--- config.mk ---
export PLATFORM = sky130hd
export DESIGN_NAME = fetch_queue_unit
export DESIGN_NICKNAME = d
export VERILOG_FILES = /design/src/rtl/cpu_types_pkg.sv /design/src/rtl/fetch_pkg.sv /design/src/rtl/fetch_fifo.sv /design/src/rtl/fetch_queue_unit.sv
export SDC_FILE = /design/constraint.sdc
export NUM_CORES = 1
export LEC_CHECK = 0
export CAP_MARGIN = 30
export CORE_MARGIN = 2
export CORE_UTILIZATION = 54
export DETAILED_ROUTE_END_ITERATION = 10
export PLACE_DENSITY = 0.79
export SLEW_MARGIN = 40
export SYNTH_ARGS = -nofsm -noshare
export SYNTH_HDL_FRONTEND = slang
export SYNTH_SLANG_ARGS = --single-unit
--- constraint.sdc ---
create_clock -name CLK -period 3.2 [get_ports CLK]
set_input_delay 0.48 -clock CLK [delete_from_list [all_inputs] [get_ports CLK]]
set_output_delay 0.48 -clock CLK [all_outputs]
set_load 0.02 [all_outputs]
--- src/rtl/cpu_types_pkg.sv ---
// Shared CPU-wide scalar types used across the pipelined MIPS core.
package cpu_types_pkg;
    typedef logic [31:0] word_t;
endpackage

--- src/rtl/fetch_pkg.sv ---
// Types and constants shared by the decoupled fetch front end.
package fetch_pkg;
    import cpu_types_pkg::word_t;

    typedef struct packed {
        word_t pc;
        word_t instr;
    } fetch_entry_t;

    typedef enum logic {FETCH, HALTED} fetch_state_t;

    localparam word_t PC_STEP = 32'd4;
endpackage

--- src/rtl/fetch_fifo.sv ---
// DEPTH-entry queue of fetched {pc, instr} pairs; flush clears it in one edge.
module fetch_fifo
    import fetch_pkg::*;
#(
    parameter int DEPTH = 4,
    parameter int CNT_W = $clog2(DEPTH + 1)
) (
    input  logic               clk,
    input  logic               rst,
    input  logic               push,
    input  logic               pop,
    input  logic               flush,
    input  fetch_entry_t       din,
    output fetch_entry_t       head,
    output logic               valid,
    output logic [CNT_W-1:0]   count
);
    localparam int PTR_W = $clog2(DEPTH);

    logic [PTR_W-1:0] rd_ptr, wr_ptr;
    fetch_entry_t     mem [DEPTH];
    logic             pop_ok;

    assign valid  = (count != '0);
    assign pop_ok = pop && valid;
    assign head   = valid ? mem[rd_ptr] : '0;

    // Control: pointers wrap naturally because DEPTH is a power of two.
    always_ff @(posedge clk) begin
        if (rst || flush) begin
            rd_ptr <= '0;
            wr_ptr <= '0;
            count  <= '0;
        end else begin
            if (push)
                wr_ptr <= wr_ptr + 1'b1;
            if (pop_ok)
                rd_ptr <= rd_ptr + 1'b1;
            case ({push, pop_ok})
                2'b10:   count <= count + 1'b1;
                2'b01:   count <= count - 1'b1;
                default: count <= count;
            endcase
        end
    end

    // Storage is data only and carries no reset; head is masked while empty.
    always_ff @(posedge clk) begin
        if (push && !flush)
            mem[wr_ptr] <= din;
    end
endmodule

--- src/rtl/fetch_queue_unit.sv ---
// Decoupled instruction-fetch front end: sequential i-cache requests, redirect flush, sticky halt.
// Optional FETCH_STATS_EN adds saturating fetched_cnt / flushed_cnt counters.
module fetch_queue_unit
    import fetch_pkg::*;
#(
    parameter logic [31:0] PC_INIT = 32'h0,
    parameter int          DEPTH   = 4,
    parameter int          CNT_W   = $clog2(DEPTH + 1)
) (
    input  logic             CLK,
    input  logic             RST,
    output logic             imemREN,
    output logic [31:0]      imemaddr,
    input  logic             ihit,
    input  logic [31:0]      imemload,
    input  logic             redirect,
    input  logic [31:0]      redirect_pc,
    input  logic             halt,
    input  logic             deq,
    output logic             valid,
    output logic [31:0]      instr,
    output logic [31:0]      instr_pc,
    output logic [CNT_W-1:0] count
`ifdef FETCH_STATS_EN
    ,
    output logic [31:0]      fetched_cnt,
    output logic [31:0]      flushed_cnt
`endif
);
    fetch_state_t state, state_nxt;
    logic [31:0]  fetch_pc;
    logic         redirect_eff;
    logic         push;
    fetch_entry_t head;

    assign redirect_eff = (state == FETCH) && redirect;
    assign imemREN      = !RST && (state == FETCH) && (count < CNT_W'(DEPTH)) && !redirect;
    assign imemaddr     = fetch_pc;
    assign push         = ihit && imemREN;
    assign instr        = head.instr;
    assign instr_pc     = head.pc;

    always_ff @(posedge CLK) begin
        if (RST)
            state <= FETCH;
        else
            state <= state_nxt;
    end

    always_comb begin
        state_nxt = state;
        if (state == FETCH && halt)
            state_nxt = HALTED;
    end

    always_ff @(posedge CLK) begin
        if (RST)
            fetch_pc <= PC_INIT;
        else if (redirect_eff)
            fetch_pc <= {redirect_pc[31:2], 2'b00};
        else if (push)
            fetch_pc <= fetch_pc + PC_STEP;
    end

    fetch_fifo #(.DEPTH(DEPTH), .CNT_W(CNT_W)) u_fifo (
        .clk   (CLK),
        .rst   (RST),
        .push  (push),
        .pop   (deq),
        .flush (redirect_eff),
        .din   ('{pc: fetch_pc, instr: imemload}),
        .head  (head),
        .valid (valid),
        .count (count)
    );

`ifdef FETCH_STATS_EN
    function automatic logic [31:0] sat_add(input logic [31:0] a, input logic [31:0] b);
        logic [32:0] s;
        s = {1'b0, a} + {1'b0, b};
        return s[32] ? 32'hFFFF_FFFF : s[31:0];
    endfunction

    // Any ihit arriving with an effective redirect is dropped and counted as flushed.
    always_ff @(posedge CLK) begin
        if (RST) begin
            fetched_cnt <= '0;
            flushed_cnt <= '0;
        end else begin
            if (push)
                fetched_cnt <= sat_add(fetched_cnt, 32'd1);
            if (redirect_eff)
                flushed_cnt <= sat_add(flushed_cnt, 32'(count) + 32'(ihit));
        end
    end
`endif
endmodule

==> results_dict.tcl, run 1 <==
set metrics [dict create \
    outcome "finished clean" \
    die_y_microns 151 \
    worstMarginPinSlew_ps 628 \
    n_fill_cell 1338 \
    slew_headroom 0.580 \
    seqPwrFrac 0.521 \
    critical_path_required_ps 2720 \
    postCtsHoldBufs 0 \
    reg2reg_depth 5 \
    path_clk_slew_ps 60 \
    hold_violations 0 \
    antenna_found_initial 0 \
    dpl_cell_area_sq_um 13800 \
    clock_skew_ps 14.0 \
    cts.sinks 288 \
    final_area_sq_um 14700 \
    drt-initial-drc-count 694 \
    synth_area_leader_cell "edfxtp_1" \
    cts.htree.levels 1 \
    port_buffers 164 \
    hold_end "imemaddr[27]" \
    area_growth_pct 26.3 \
    tritoncts "built" \
    grt_pass1_wl_mm 39.1 \
    synth_cells 682 \
    gp_congestion 0.871 \
    yosys.area.top_type_share 0.639 \
    vias_per_cell 5.92 \
    gr-total-overflow 0 \
    grt.total_usage 0.225 \
    layout.nets 936 \
    dr.pass1.iters 6 \
    route.detailed.wl_per_inst_microns 21.7 \
    switching_share 0.206 \
    p_leak_nw 4.65 \
    min_period_ps 3010 \
    grt_max_degree 38 \
    setup_ws_ps 188 \
    post_cts_buffers 0 \
    async_flop_share 0 \
    critical_path_peak_fanout 28 \
    cts_root_buf "clkbuf_16" \
    vdd_drop_max_mv 0.374 \
    synth_cell_types 49 \
    intPower_mw 6.45 \
    cts_made_buffers 29 \
    io_pins 171 \
    worstReg2RegEnd "imemaddr[26]" \
    rsz0062_at_grt "no" \
    endpoint_kind "primary output" \
    max-clock-path-buffers 3 \
    synth_area_leaders "edfxtp_1, mux4_2, dfxtp_1" \
    drv_cap 0 \
    p_clk_frac 0.413 \
    yosys_warnings 0 \
    worstHoldStart "redirect_pc[27]" \
    p_comb_frac 0.066 \
    switching_power_mw 1.67 \
    regArea_sq_um 8260 \
    dp_hpwl_mm 15.9 \
    drc 0 \
    drive_gt1_frac 0.171 \
    finalCritPeriodShare 0.941 \
    hold_depth 3 \
    core-area_sq_um 21100 \
    setup_viol 0 \
    fin_setup_tns_ps 0 \
    hold_class "in2reg" \
    synth_edf_count 248 \
    initial_core_util 0.553 \
    power_density_nw_per_um2 552 \
    cp.arrival_ps 2530 \
    power.total_mw 8.13 \
    synth_top_flop_cell "edfxtp_1" \
    insertion_delay_ps 530 \
    multi_input_area_sq_um 3200 \
    drv_slew 0 \
    fmax_ghz 0.332 \
    ant_nets 0 \
    reg2reg_slack_ps 740 \
    ys_ff_latch 288 \
    routed_wl_mm 25.1 \
    path_class "reg2out" \
    die_x_microns 151 \
    die-area_sq_um 22800 \
    row_count 53 \
    rr_startpoint "imemaddr[11]" \
    syn_area_sq_um 11700 \
    num_vias 6847 \
    syn_avg_cell_area_sq_um 17.1 \
    n_antenna_cell 0 \
    ys_seq_area_frac 0.707 \
    first_global_vias 7019 \
    start_kind "register" \
    post-place-ws_ps 397 \
    cts_resized 0 \
]
==> state kept, by name, summed over array words and instances, names as in the netlist, named ones only <==
name           cells
state              1
u_fifo.mem       248
imemaddr          30
u_fifo.wr_ptr      2
u_fifo.rd_ptr      2
u_fifo.count       3
==> power by group through the flow <==
stage	Combinational [mW]	Clock [mW]	Sequential (mW)
2_1_floorplan	0.228	0	4.32
3_3_place_gp	0.517	0	4.30
3_5_place_dp	0.533	0	4.31
4_1_cts	0.538	3.42	4.23
5_1_grt	0.573	3.57	4.24
6_report	0.537	3.36	4.23
==> kinds of logic after synthesis <==
family,Yosys count,share of synthesized area
other,1,0.000322
muxes,75,0.132
xor gates and xnor gates,12,0.00901
and+or+nand+nor,191,0.0909
AOI/OAI and AO/OA,57,0.0317
buffers and inverters,51,0.0209
DFF,288,0.707
adders and majority gates,7,0.00816
==> worst max-delay path: stages (launching register included) <==
cell and delay (ps):
dfxtp_4 620, buf_4 310, mux4_2 340, and2_1 190, clkdlybuf4s50_1 540
==> cells in the mapped netlist, drive strengths merged, types with 2 or more instances <==
cell    number
nand3       13
or3          3
nand2b       2
nor2        31
nor4        13
nor3         7
a211oi       8
xor2         6
clkbuf      27
a21oi       18
ha           6
or4          4
buf         17
and3         6
o22ai        6
mux2i        7
mux2         6
and2        66
nand2       28
mux4        62
a22oi        8
o21ai        7
a311oi       3
dfxtp       40
edfxtp     248
nand4       11
or2          4
xnor2        6
o211ai       2
inv          7
==> area by class of cell <==
| cell class | instances | share of cell area |
|---|---|---|
| clock inverters | 13 | 0.0122 |
| repair buffers | 187 | 0.131 |
| flip-flops and latches | 288 | 0.561 |
| clock buffers | 40 | 0.0535 |
| multi-input cells | 346 | 0.217 |
| inverters | 7 | 0.00212 |
| well taps | 275 | 0.0234 |
==> routing by layer <==
metal  part of all wire  vias up  wire (microns)  GRT usage
met1               0.41     3457           10200      0.320
met4              0.014        0             349     0.0472
li1                   -     3037               -          -
met3              0.084       31            2100     0.0407
met5                  0        -               0          0
met2               0.49      322           12400      0.371
==> stage by stage <==
step / hold slack, ps / util / cells
3_5_place_dp: 498 / 0.652 / 1103
3_3_place_gp: 474 / 0.652 / 1103
4_1_cts: 507 / 0.698 / 1156
2_1_floorplan: 469 / - / 685
5_1_grt: 537 / 0.698 / 1156
6_report: 515 / 0.698 / 1156
==> how the worst max path moves through the flow <==
stage | end | slack [ps] | depth (start not counted)
global placement | u_fifo.count[2] | 460 | 10
finish | instr[19] | 190 | 4
CTS | instr[19] | 140 | 4
global route | instr[19] | 80 | 4
detailed placement | u_fifo.count[2] | 400 | 10
floorplan | u_fifo.mem[0][0] | 150 | 3
==> cell usage in the layout, fill, tap and decap left out, drive strengths merged, types with 2 or more instances in the layout <==
master / Yosys / routed
ha: 6 / 6
and3: 6 / 6
clkbuf: 27 / 40
nand2b: 2 / 2
or3: 3 / 3
or4: 4 / 4
nand3: 13 / 13
clkinv: 0 / 5
xor2: 6 / 6
o22ai: 6 / 6
edfxtp: 248 / 248
inv: 7 / 7
nor2: 31 / 31
mux4: 62 / 62
bufinv: 0 / 4
or2: 4 / 4
clkinvlp: 0 / 4
a311oi: 3 / 3
a211oi: 8 / 8
o21ai: 7 / 7
mux2: 6 / 6
dfxtp: 40 / 40
nor3: 7 / 7
o211ai: 2 / 2
conb: 1 / 4
clkdlybuf4s50: 0 / 164
mux2i: 7 / 7
xnor2: 6 / 6
a22oi: 8 / 8
nand2: 28 / 28
buf: 17 / 23
and2: 66 / 66
a21oi: 18 / 18
nand4: 11 / 11
nor4: 13 / 13
(Power assumes the default switching activity.)
==> inputs of run 2 (changes only) <==
--- a/config.mk
+++ b/config.mk
@@ -10,7 +10,7 @@
 export CORE_UTILIZATION = 54
 export DETAILED_ROUTE_END_ITERATION = 10
 export PLACE_DENSITY = 0.79
-export SLEW_MARGIN = 40
+export SLEW_MARGIN = 30
 export SYNTH_ARGS = -nofsm -noshare
 export SYNTH_HDL_FRONTEND = slang
 export SYNTH_SLANG_ARGS = --single-unit
==> results of run 2 <==
The final DEF is identical to that of run 1; final timing and power are the same.
